`config.mk`:
```
export PLATFORM = sky130hd
export DESIGN_NAME = ps2_rx_fifo
export DESIGN_NICKNAME = d
export VERILOG_FILES = /design/src/rtl/ps2_rx_fifo.sv
export SDC_FILE = /design/constraint.sdc
export NUM_CORES = 1
export LEC_CHECK = 0
export ABC_AREA = 1
export CORE_MARGIN = 5
export CORE_UTILIZATION = 60
export CTS_CLUSTER_SIZE = 24
export DETAILED_ROUTE_END_ITERATION = 8
export PLACE_DENSITY = 0.78
export SYNTH_ARGS = -nofsm -noshare
export SYNTH_HDL_FRONTEND = slang
export SYNTH_SLANG_ARGS = --single-unit
```
`constraint.sdc`:
```
create_clock -name clk -period 2.53 [get_ports clk]
set_clock_uncertainty 0.2 [all_clocks]
set_input_delay 0.506 -clock clk [delete_from_list [all_inputs] [get_ports clk]]
set_output_delay 0.506 -clock clk [all_outputs]
set_load 0.03 [all_outputs]
```
`src/rtl/ps2_rx_fifo.sv`:
```
// PS/2 keyboard receive front end: synchronises the raw lines, deframes and
// checks 11-bit frames, and queues good scan-code bytes in a small FIFO.
module ps2_rx_fifo #(
    parameter int FIFO_DEPTH     = 8,
    parameter int TIMEOUT_CYCLES = 50000
) (
    input  logic       clk,
    input  logic       clrn,
    input  logic       ps2_clk,
    input  logic       ps2_data,
    input  logic       nextdata_n,
    output logic [7:0] data,
    output logic       ready,
    output logic       overflow,
    output logic       sampling,
    output logic       frame_err
);

    localparam int AW = $clog2(FIFO_DEPTH);
    localparam int TW = $clog2(TIMEOUT_CYCLES + 1);

    typedef enum logic {
        IDLE = 1'b0,
        RECV = 1'b1
    } state_e;

    // clk_sync: [0] first stage, [1] synchronised level, [2] history
    logic [2:0]    clk_sync_q, clk_sync_d;
    logic [1:0]    dat_sync_q, dat_sync_d;
    state_e        state_q, state_d;
    logic [3:0]    bitcnt_q, bitcnt_d;
    logic [9:0]    shift_q, shift_d;
    logic [TW-1:0] tmo_q, tmo_d;
    logic          frame_err_q, frame_err_d;
    logic          overflow_q, overflow_d;
    logic [AW:0]   wr_ptr_q, wr_ptr_d;
    logic [AW:0]   rd_ptr_q, rd_ptr_d;
    logic [7:0]    mem_q [FIFO_DEPTH];
    logic [7:0]    mem_d [FIFO_DEPTH];

    logic       sample;
    logic       din;
    logic       push_req;
    logic [7:0] push_byte;
    logic       full;
    logic       pop;
    logic       push;

    always_comb begin
        clk_sync_d = {clk_sync_q[1:0], ps2_clk};
        dat_sync_d = {dat_sync_q[0], ps2_data};
        sample     = clk_sync_q[2] & ~clk_sync_q[1];
        din        = dat_sync_q[1];
    end

    // The start bit is shifted in too, so at the stop-bit sample shift_q
    // holds {parity, data[7:0], start} and din carries the stop bit.
    always_comb begin
        state_d     = state_q;
        bitcnt_d    = bitcnt_q;
        shift_d     = shift_q;
        tmo_d       = tmo_q;
        frame_err_d = 1'b0;
        push_req    = 1'b0;
        push_byte   = shift_q[8:1];
        case (state_q)
            IDLE: begin
                tmo_d = '0;
                if (sample && !din) begin
                    state_d  = RECV;
                    bitcnt_d = 4'd1;
                    shift_d  = {din, shift_q[9:1]};
                end
            end
            RECV: begin
                if (sample) begin
                    tmo_d = '0;
                    if (bitcnt_q == 4'd10) begin
                        state_d  = IDLE;
                        bitcnt_d = 4'd0;
                        if (!shift_q[0] && din && (^shift_q[9:1])) begin
                            push_req = 1'b1;
                        end else begin
                            frame_err_d = 1'b1;
                        end
                    end else begin
                        shift_d  = {din, shift_q[9:1]};
                        bitcnt_d = bitcnt_q + 4'd1;
                    end
                end else if (tmo_q >= TW'(TIMEOUT_CYCLES - 1)) begin
                    state_d     = IDLE;
                    bitcnt_d    = 4'd0;
                    tmo_d       = '0;
                    frame_err_d = 1'b1;
                end else begin
                    tmo_d = tmo_q + 1'b1;
                end
            end
            default: begin
                state_d  = IDLE;
                bitcnt_d = 4'd0;
            end
        endcase
    end

    always_comb begin
        full  = (wr_ptr_q[AW] != rd_ptr_q[AW]) &&
                (wr_ptr_q[AW-1:0] == rd_ptr_q[AW-1:0]);
        ready = (rd_ptr_q != wr_ptr_q);
        pop   = !nextdata_n && ready;
        // At full, a same-cycle pop frees the slot being written.
        push  = push_req && (!full || pop);

        mem_d = mem_q;
        if (push) begin
            mem_d[wr_ptr_q[AW-1:0]] = push_byte;
        end
        wr_ptr_d = wr_ptr_q + {{AW{1'b0}}, push};
        rd_ptr_d = rd_ptr_q + {{AW{1'b0}}, pop};

        overflow_d = overflow_q;
        if (push_req && full && !pop) begin
            overflow_d = 1'b1;
        end else if (pop) begin
            overflow_d = 1'b0;
        end
    end

    always_ff @(posedge clk or negedge clrn) begin
        if (!clrn) begin
            clk_sync_q  <= 3'b111;
            dat_sync_q  <= 2'b11;
            state_q     <= IDLE;
            bitcnt_q    <= 4'd0;
            shift_q     <= '0;
            tmo_q       <= '0;
            frame_err_q <= 1'b0;
            overflow_q  <= 1'b0;
            wr_ptr_q    <= '0;
            rd_ptr_q    <= '0;
            for (int i = 0; i < FIFO_DEPTH; i++) begin
                mem_q[i] <= 8'h00;
            end
        end else begin
            clk_sync_q  <= clk_sync_d;
            dat_sync_q  <= dat_sync_d;
            state_q     <= state_d;
            bitcnt_q    <= bitcnt_d;
            shift_q     <= shift_d;
            tmo_q       <= tmo_d;
            frame_err_q <= frame_err_d;
            overflow_q  <= overflow_d;
            wr_ptr_q    <= wr_ptr_d;
            rd_ptr_q    <= rd_ptr_d;
            for (int i = 0; i < FIFO_DEPTH; i++) begin
                mem_q[i] <= mem_d[i];
            end
        end
    end

    assign data      = mem_q[rd_ptr_q[AW-1:0]];
    assign sampling  = sample;
    assign frame_err = frame_err_q;
    assign overflow  = overflow_q;

endmodule

```
### Yosys cells after proc, flatten, opt, wreduce, memory -nomap -nowiden

Cells that the tools add are included.

| word-level totals | value |
|---|---|
| output and inout bits | 12 |
| input bits | 5 |
| logic and storage cells | 92 |
| bits in registers | 110 |

| operators by class | value |
|---|---|
| multiplexer cells | 34 |
| magnitude comparators | 4 |
| reductions and logical operators | 19 |
| add/sub/neg operators | 4 |
| eq/ne operators | 8 |
| bitwise gates (word level) | 5 |

Operators with widths:

| cell | count |
|---|---|
| bitwise mux 64 bit | 1 |
| two-way mux 16 bit | 2 |
| case mux 16 bit (2 select lines) | 1 |
| two-way mux 10 bit | 3 |
| binary-select mux 8 bit (select 3 bit) | 1 |
| demux 8 bit (select 3 bit) | 1 |
| two-way mux 8 bit | 3 |
| case mux 10 bit (2 select lines) | 1 |
| adder 16 x 1 -> 16 bit (second input constant) | 1 |
| >= comparator 16 bit (second input constant) | 1 |
| two-way mux 4 bit | 4 |
| two-way mux 1 bit | 15 |
| logical AND 1 bit | 9 |
| parity 9 bit | 1 |
| adder 4 x 1 -> 4 bit | 2 |
| >= comparator 4 bit (second input constant) | 2 |
| NOT 3 -> 4 bit | 2 |
| case mux 4 bit (2 select lines) | 1 |
| logical NOT 1 bit | 5 |
| adder 4 x 1 -> 4 bit (second input constant) | 1 |
| equality test 4 bit (second input constant) | 1 |
| less-than comparator 4 x 1 -> 1 bit (second input constant) | 1 |
| != test 2 bit (second input constant) | 2 |
| != test 4 bit | 1 |
| other kinds (11) | 12 |

### Logic depth before layout (Yosys ltp)

| depth | value |
|---|---|
| word-level depth | 10 |
| depth in mapped cells | 14 |
| depth with buffers taken out | 13 |

### Worst setup path after synthesis

No wires, ideal clock.

| path | value |
|---|---|
| kind | register to output |
| start point | register rd_ptr_q[1] |
| end point | output data[6] |
| data arrival time | 1668 ps |
| setup slack | 156 ps |
| required time | 1824 ps |
| cell stages (with the launch flop) | 8 |
| path buffers | 2 |
| path through | dfrtp_1 -> buf_2 -> inv_2 -> clkbuf_1 -> o21ai_0 -> o22ai_1 -> nor2_1 -> a31oi_1 |

| on the way | value |
|---|---|
| longest elaborated chain between the ends | 4 |

Ends and longest elaborated chain:

| element | RTL line | text |
|---|---|---|
| start: declaration | 37 | `logic [AW:0] rd_ptr_q, rd_ptr_d;` |
| start signal: assignment | 154 | `rd_ptr_q <= rd_ptr_d;` |
| NOT 3 -> 4 bit (not written as such) | 161 | `assign data = mem_q[rd_ptr_q[AW-1:0]];` |
| binary-select mux 8 bit (select 3 bit) | 161 |  |
| two-way mux 8 bit (not written as such) (2 in a row) | 161 |  |
| end: declaration | 12 | `output logic [7:0] data,` |

Every way passes these cells. The select of a mux whose other input is x is not followed.

### Final worst setup path

| path | value |
|---|---|
| start point | register rd_ptr_q[0] |
| end point | output data[4] |

Same word-level chain as after synthesis.

==> results.ini <==
[outcome]
status = complete, no violations

[logic_synthesis]
synth.distinct_cells = 31
ys_warn_count = 0
netlist_instances = 663
synth_fp_nets = 675
netlist_area_sq_um = 5515
synth_area_per_cell_sq_um = 8.319
ys_seq_area_share_pct = 50.02
ys_ff_latch = 110

[detailed_routing]
drt_pre_antenna_iters = 7
viasPerCell = 6.109
wl_per_cell_microns = 17.27
drtIter0Drc = 476
antenna_left = 0
finalWirelength_microns = 13890
route.detailed.drc = 0
num_vias = 4912

[floorplanning]
ios = 17
die_h_microns = 105.9
coreArea_sq_um = 9109
die_w_microns = 105.9
initial_core_util_pct = 60.55
num_rows = 35
dieArea_sq_um = 11210

[grt]
grt_pass1_wl_microns = 23050
antenna_found_initial = 0
grtUsageTotal_pct = 26.13
grt-ovfl-total = 0
grt_pass1_vias = 4662
grt_start_max_net_pins = 73

[power]
power.share.clock_pct = 19.0
total_leakage_power_nw = 3.076
p_total_w = 0.005920
p_sw_share_pct = 43.16
combPwrFrac_pct = 45.0
seqPwrFrac_pct = 36.0
power.internal_w = 0.003365
ir_worst_vdd_mv = 0.5641
p_switching_w = 0.002555
cellPowerDensity_nw_per_um2 = 964.5

[placement]
placed_cells = 783
place_hpwl_microns = 9521
gp_congestion = 0.9505
portBuffers = 16

[cells_and_area]
num_antenna_cells = 0
drive_above_1_share_pct = 13.42
syn2layout_area_growth_pct = 11.30
stdcell_count = 804
final_nets = 700

[hold_path]
hold_start = clk_sync_q[0]
hp-class = register to register
hold_path_depth = 0

[sta]
setup_viol = 0
fin_tns_setup_ps = 0
fmax_ghz = 0.4038
hold_violations = 0
finalCritPeriodShare_pct = 97.88
max_slew_margin_pct = 60.94
finalCriticalPeriod_ps = 2476
slew_violations = 0
worst_pin_slew_ps = 585.9
rsz0062_at_grt = yes

[worst_setup_path]
rr_startpoint = rd_ptr_q[0]
crit_start = rd_ptr_q[0]
required_ps = 1820
crit_type = register to output port
end_kind = output port
reg2reg_depth = 10
start_kind = register
crit_path_max_fanout = 24
critPathArrivalTime_ps = 1770

[clock_tree]
clock_sinks = 110
htreeDepth = 3
cts_tree = built
cts_buffers = 9
clk_pin_slew_ps = 110
clockBufferDepth = 2
cts_root_buf = clkbuf_8
clk-insertion-delay-late_ps = 390

[flow_run]
maxCapViolations = 0

## logic make-up (layout without fill, tap and decap cells)
| logic type | Yosys count | in the layout | share of synthesized area, % |
|---|---|---|---|
| and+or+nand+nor | 378 | 378 | 31.53 |
| adders and majority gates | 7 | 7 | 1.588 |
| xor gates and xnor gates | 16 | 16 | 2.541 |
| DFF | 110 | 110 | 50.02 |
| buffers and inverters | 76 | 106 | 6.919 |
| AOI/OAI and AO/OA | 76 | 76 | 7.396 |
## sequential cells by signal (all words and copies together) (netlist names)
signal	flops
mem_q	64
shift_q	10
overflow	1
wr_ptr_q	4
frame_err	1
dat_sync_q	2
clk_sync_q	3
tmo_q	16
state_q	1
bitcnt_q	4
rd_ptr_q	4
## through the flow
step,hold WS [ps],utilization [%],worst slack [ps],area [sq um]
after floorplan,10.41,-,155.6,5515
after global routing,169.9,67.39,-44.86,6138
after detailed placement,147.2,64.41,-54.58,5867
final,161.7,67.39,53.68,6138
after global placement,145.9,64.41,13.48,5867
after CTS,164.5,66.69,12.03,6075
## per-layer routing
layer	vias up	share of wire [%]	GRT usage, %
met5	-	0	0
met4	0	5.0	11.01
met3	61	9.4	7.716
met2	275	47	41.76
met1	2295	39	33.24
li1	2281	-	-
## cell usage after synthesis
library cell	count	area share, %
nand2_1	186	13
dfrtp_1	105	48
nor2_1	77	5.2
nand4_1	76	8.6
o21ai_0	48	4.4
inv_1	31	2.1
buf_2	14	1.3
nand3_1	14	1.3
clkbuf_1	12	0.82
a31oi_1	10	1.1
xnor2_1	10	1.6
a21oi_1	8	0.73
buf_6	8	1.6
nor3_2	8	1.5
o22ai_1	8	0.91
ha_1	7	1.6
inv_2	6	0.41
xor2_1	6	0.95
buf_4	5	0.68
dfstp_2	5	2.4
nor3b_1	4	0.54
nor2_2	3	0.34
nor3_1	3	0.27
nand2_2	2	0.23
nand3_2	1	0.18
nor2_4	1	0.20
nor3_4	1	0.29
nor4_1	1	0.11
o211ai_1	1	0.14
o21bai_1	1	0.14
or2_2	1	0.11
## path summary, 6_finish.rpt
kind / slack [ps] / endpoint
min in group asynchronous: 450 / mem_q[30]
min: 160 / clk_sync_q[1]
max in group asynchronous: 1000 / clk_sync_q[0]
max reg2reg: 190 / mem_q[20]
max: 50 / data[4]
min reg2reg: 160 / clk_sync_q[1]
## cell usage in the layout, fill, tap and decap left out, types with 2 or more instances in the layout
cell type	instances
clkinv_4	2
dfstp_2	5
buf_4	35
dfrtp_2	2
nand2_2	2
a31oi_1	10
inv_1	30
o21ai_1	3
inv_8	3
ha_1	7
xnor2_1	10
nand4_1	76
clkdlybuf4s50_1	5
dfrtp_1	103
o22ai_1	8
nor2_1	77
buf_2	3
nor3_2	8
inv_2	6
nor3b_1	4
clkbuf_8	9
nor2_2	2
buf_12	5
nand3_1	14
nor2_4	2
o21ai_0	45
nor3_1	3
nand2_1	186
a21oi_1	8
xor2_1	6
## repair_timing
action,in CTS,in global routing
resized for setup,30,15
buffers inserted,0,3
setup endpoints to repair,6,11
gates cloned,0,1
hold endpoints to repair,41,0
pin swaps,0,3
hold buffers,1,0
## area by class of cell
cell class                 instances  area (sq um)
fill                             740          2970
sequential                       110          2761
multi-input combinational        477          2380
timing repair buffer              53         501.7
inverter                          37         143.9
tap                              111         138.9
clock buffer                       9         123.9
clock inverter                     7         88.84
## worst max-delay path: stages, from the launching register on
cell	delay [ps]
dfrtp_2	450
inv_2	90
buf_12	150
nor2_1	60
o22ai_1	180
nor2_1	60
a31oi_1	190
buf_4	200
## power groups by stage
stage | sequential, W | combinational [W] | clock, W
after floorplan | 0.00207 | 0.00175 | 0
after global placement | 0.00213 | 0.00247 | 0
after detailed placement | 0.00215 | 0.00256 | 0
after CTS | 0.00212 | 0.00252 | 0.00115
after global routing | 0.00215 | 0.00290 | 0.00122
final | 0.00213 | 0.00267 | 0.00112
No activity file was read; power rests on OpenSTA's default activity.
